## src/rtl/clock_hms.sv

```systemverilog
// clock_hms: tick-prescaled 24-hour BCD time-of-day counter with run/stop, validated load and day carry
module clock_hms #(
  parameter logic [7:0] TICKS_PER_SEC = 8'd1,
  parameter logic [7:0] MAX_HOUR = 8'h23
) (
  input  logic       I_clk,
  input  logic       I_rst,
  input  logic       I_tick,
  input  logic       I_run,
  input  logic       I_load,
  input  logic [7:0] I_hh,
  input  logic [7:0] I_mm,
  input  logic [7:0] I_ss,
  output logic [7:0] o_hh,
  output logic [7:0] o_mm,
  output logic [7:0] o_ss,
  output logic       o_day_cout,
  output logic       o_load_err,
  output logic       o_running
);
  typedef enum logic {STOP, RUN} state_t;
  state_t state, state_nxt;
  logic [7:0] pre_cnt;
  logic cnt, adv, ok, s_wrap, m_wrap, h_wrap;
  function automatic logic [7:0] bcd_inc(input logic [7:0] v);
    return v[3:0] == 4'd9 ? {v[7:4] + 4'd1, 4'd0} : v + 8'd1;
  endfunction
  function automatic logic nib_ok(input logic [7:0] v);
    return v[7:4] <= 4'd9 && v[3:0] <= 4'd9;
  endfunction
  always_comb begin
    state_nxt = I_run ? RUN : STOP;
    cnt = state == RUN && I_tick;
    adv = cnt && pre_cnt == TICKS_PER_SEC - 8'd1;
    ok = nib_ok(I_hh) && nib_ok(I_mm) && nib_ok(I_ss) && I_ss <= 8'h59 && I_mm <= 8'h59 && I_hh <= MAX_HOUR;
    s_wrap = o_ss == 8'h59;
    m_wrap = o_mm == 8'h59;
    h_wrap = o_hh == MAX_HOUR;
  end
  always_ff @(posedge I_clk)
    if (I_rst) state <= STOP;
    else state <= state_nxt;
  assign o_running = state == RUN;
  always_ff @(posedge I_clk) begin
    if (I_rst) begin
      pre_cnt <= 8'd0;
      o_hh <= 8'h00;
      o_mm <= 8'h00;
      o_ss <= 8'h00;
      o_day_cout <= 1'b0;
      o_load_err <= 1'b0;
    end else begin
      o_day_cout <= 1'b0;
      o_load_err <= I_load && !ok;
      if (I_load) begin
        if (ok) begin
          o_hh <= I_hh;
          o_mm <= I_mm;
          o_ss <= I_ss;
          pre_cnt <= 8'd0;
        end
      end else if (cnt) begin
        pre_cnt <= adv ? 8'd0 : pre_cnt + 8'd1;
        if (adv) begin
          o_ss <= s_wrap ? 8'h00 : bcd_inc(o_ss);
          if (s_wrap) o_mm <= m_wrap ? 8'h00 : bcd_inc(o_mm);
          if (s_wrap && m_wrap) o_hh <= h_wrap ? 8'h00 : bcd_inc(o_hh);
          o_day_cout <= s_wrap && m_wrap && h_wrap;
        end
      end
    end
  end
endmodule

```

## config.mk

```make
export PLATFORM = sky130hd
export DESIGN_NAME = clock_hms
export DESIGN_NICKNAME = d
export VERILOG_FILES = /design/src/rtl/clock_hms.sv
export SDC_FILE = /design/constraint.sdc
export NUM_CORES = 1
export LEC_CHECK = 0
export BUFFER_PORTS_ARGS = -buffer_cell sky130_fd_sc_hd__clkbuf_2
export CORE_ASPECT_RATIO = 1.5
export CORE_MARGIN = 8
export CORE_UTILIZATION = 58
export DETAILED_ROUTE_END_ITERATION = 8
export PLACE_DENSITY = 0.95
export SLEW_MARGIN = 20
export SYNTH_ARGS = -nofsm -noshare
export SYNTH_HDL_FRONTEND = slang
export SYNTH_SLANG_ARGS = --single-unit
```

## constraint.sdc

```tcl
create_clock -name I_clk -period 3.5 [get_ports I_clk]
set_input_delay 0.7 -clock I_clk [delete_from_list [all_inputs] [get_ports I_clk]]
set_output_delay 0.7 -clock I_clk [all_outputs]
set_load 0.02 [all_outputs]
```

==> results.py <==
metrics = {
    "status": {
        "status": "completed",
    },
    "sta": {
        "max-slew-margin-rel_pct": 45.5,
        "layout_min_cycle_time_ns": 2.56,
        "post-route-period-util_pct": 73.3,
        "rsz0062_at_grt": "no",
        "setup_violations": 0,
        "finalClockSkew_ns": 0.00911,
        "worst_pin_slew_ns": 0.818,
        "tns_ns": 0,
        "slew_violations": 0,
        "fmaxAchievable_ghz": 0.390,
        "hold_violations": 0,
        "holdWs_ns": 0.494,
    },
    "global_route": {
        "grt_pass1_vias": 2248,
        "grtUsageTotal_pct": 20.6,
        "grt_pass1_wl_um": 10400,
        "antenna_found_initial": 0,
        "overflow": 0,
        "grt_max_degree": 32,
    },
    "yosys": {
        "synth_nets": 343,
        "postSynthCellCount": 302,
        "synth_top_area_cell": "dfxtp_1",
        "synth_top_cell_area_share_pct": 30.6,
        "avgSynthCellArea_um2": 7.58,
        "yosysUniqueCellTypes": 53,
        "ys.flop_type": "dfxtp_1",
        "yosys_register_bits": 35,
        "ys_seq_area_share_pct": 30.6,
        "synth_edf_count": 0,
        "synthTopCellsByArea": "dfxtp_1, o21ai_0, ha_1",
        "yosysWarnings": 0,
        "syn_area_um2": 2290,
        "postSynth.asyncResetShare_pct": 0,
    },
    "power_and_ir_drop": {
        "seq_power_share_pct": 52.1,
        "clkPwrFrac_pct": 37.9,
        "switching_share_pct": 25.3,
        "p_int_mw": 0.586,
        "ir_drop_v": 0.000319,
        "p_comb_share_pct": 10.1,
        "p_sw_mw": 0.198,
        "leakage_nw": 1.04,
        "p_per_area_nw_per_um2": 296,
    },
    "worst_setup_path": {
        "critPathKind": "register to register",
        "cp.required_ns": 3.66,
        "crit_arrival_ns": 2.72,
        "slowest_delay_ns": 0.65,
        "critical_path.max_fanout": 10,
        "crit_slowest_cell": "o31ai_1",
        "end_kind": "register",
        "crit_path_cell_trace": "ha_1, or4b_2, o31ai_1, nor2_1, o21ai_0, a21oi_1",
        "start_kind": "register",
    },
    "floorplanning": {
        "start_util_pct": 59.4,
        "die_w_um": 67.3,
        "die_area_um2": 6250,
        "io-pin-count": 56,
        "row_count": 28,
        "coreArea_um2": 3850,
        "die_y_um": 92.9,
    },
    "layout": {
        "area_delta_synth_final_pct": 15.5,
        "instances_no_fill": 393,
        "nets": 389,
        "diodes": 0,
        "multi_input_area_um2": 1460,
        "drive_above_1_share_pct": 21.3,
        "final_common_cell": "clkbuf_2",
        "fin_util_pct": 68.6,
        "layout_common_cells": "clkbuf_2, o21ai_0, dfxtp_1",
        "register_area_um2": 701,
        "fill_cells": 330,
    },
    "clock_network": {
        "post_cts_buffers": 0,
        "clock-sinks": 35,
        "insertion_delay_ns": 0.29,
        "path_clk_slew_ns": 0.07,
        "cts_hold_buf": 0,
        "cts_tree": "yes",
        "cts_root_buf": "clkbuf_8",
        "cts_buffer_depth": 2,
        "htreeDepth": 2,
        "post_cts_resized": 0,
        "numCtsBuffers": 5,
    },
    "drt": {
        "wirelength_um": 6430,
        "post_drt_wl_per_cell_um": 16.4,
        "via_per_inst": 6.38,
        "drc": 0,
        "drt_iter0_drc": 198,
        "postRouteAntennaNets": 0,
        "vias": 2508,
        "drt_pass1_iterations": 5,
    },
    "flow_run": {
        "maxCapViolations": 0,
    },
    "hold_path": {
        "min_path_type": "register to register",
    },
    "placement": {
        "dp_hpwl_um": 4860,
        "placedCellCount": 386,
        "portBuffers": 55,
        "globalplace.congestion": 0.891,
    },
}
==> registers in the layout (all words and copies together), names as in the netlist <==
name,flops
o_mm,8
o_running,1
o_load_err,1
o_day_cout,1
o_ss,8
pre_cnt,8
o_hh,8
==> cell type report <==
cell class / count / area share [%]
well taps: 45 / 2.13
multi-input cells: 237 / 55.4
repair buffers: 57 / 11.0
clock inverters: 1 / 0.189
inverters: 12 / 1.70
clock buffers: 6 / 3.12
flip-flops and latches: 35 / 26.5
==> per-stage QoR <==
| stage | cell area (um2) | worst slack [ns] | power (mW) |
|---|---|---|---|
| 2_1_floorplan | 2290 | 1.07 | 0.460 |
| 3_3_place_gp | 2560 | 0.877 | 0.493 |
| 3_5_place_dp | 2560 | 0.787 | 0.494 |
| 4_1_cts | 2640 | 0.984 | 0.785 |
| 5_1_grt | 2640 | 0.805 | 0.811 |
| 6_report | 2640 | 0.936 | 0.784 |
==> power by group through the flow <==
stage / Clock (mW) / Combinational [mW] / Sequential, mW
3_5_place_dp: 0 / 0.0774 / 0.417
2_1_floorplan: 0 / 0.0395 / 0.420
5_1_grt: 0.316 / 0.0868 / 0.408
6_report: 0.297 / 0.0790 / 0.408
4_1_cts: 0.299 / 0.0784 / 0.408
3_3_place_gp: 0 / 0.0760 / 0.417
==> final timing paths <==
kind	startpoint	slack, ns	endpoint	depth (start not counted)
setup / recovery	o_hh[5]	0.94	o_hh[4]	6
hold / removal	pre_cnt[7]	0.49	pre_cnt[7]	1
setup reg to reg	o_hh[5]	0.94	o_hh[4]	6
hold reg to reg	pre_cnt[7]	0.49	pre_cnt[7]	1
==> Yosys cell counts (all sizes together), types with 4 or more instances <==
library cell / n
nand3b: 4
nand3: 12
nor3: 5
o211ai: 5
and3: 6
inv: 12
o21ai: 35
nand2: 30
a211oi: 11
nor2: 26
clkbuf: 15
xnor2: 5
nand4: 5
a21oi: 24
a311oi: 4
ha: 12
dfxtp: 35
==> kinds of logic (layout without fill, tap and decap cells) <==
kind of cell    Yosys count  count (layout)  share of synthesized area (%)
compound gates          102             102                           27.6
xor+xnor                  7               7                           2.68
fa+ha+maj                12              12                           6.56
buf+inv                  30              76                           5.41
flops                    35              35                           30.6
mux                       4               4                           1.86
simple gates            112             112                           25.3
==> layer usage <==
metal,routed length [um],vias up,global-route usage (%)
met2,3390,106,35.4
met5,0,-,0
li1,-,1200,-
met4,245,0,10.7
met1,2360,1177,22.6
met3,433,25,4.72
==> critical path: cells and delay by family (launching register included) <==
kind	cells	cell delay, ns
DFF	1	0.51
and+or+nand+nor	2	0.79
AOI/OAI and AO/OA	3	0.92
adders and majority gates	1	0.21
Note: power is estimated with default switching activity, not from simulation.
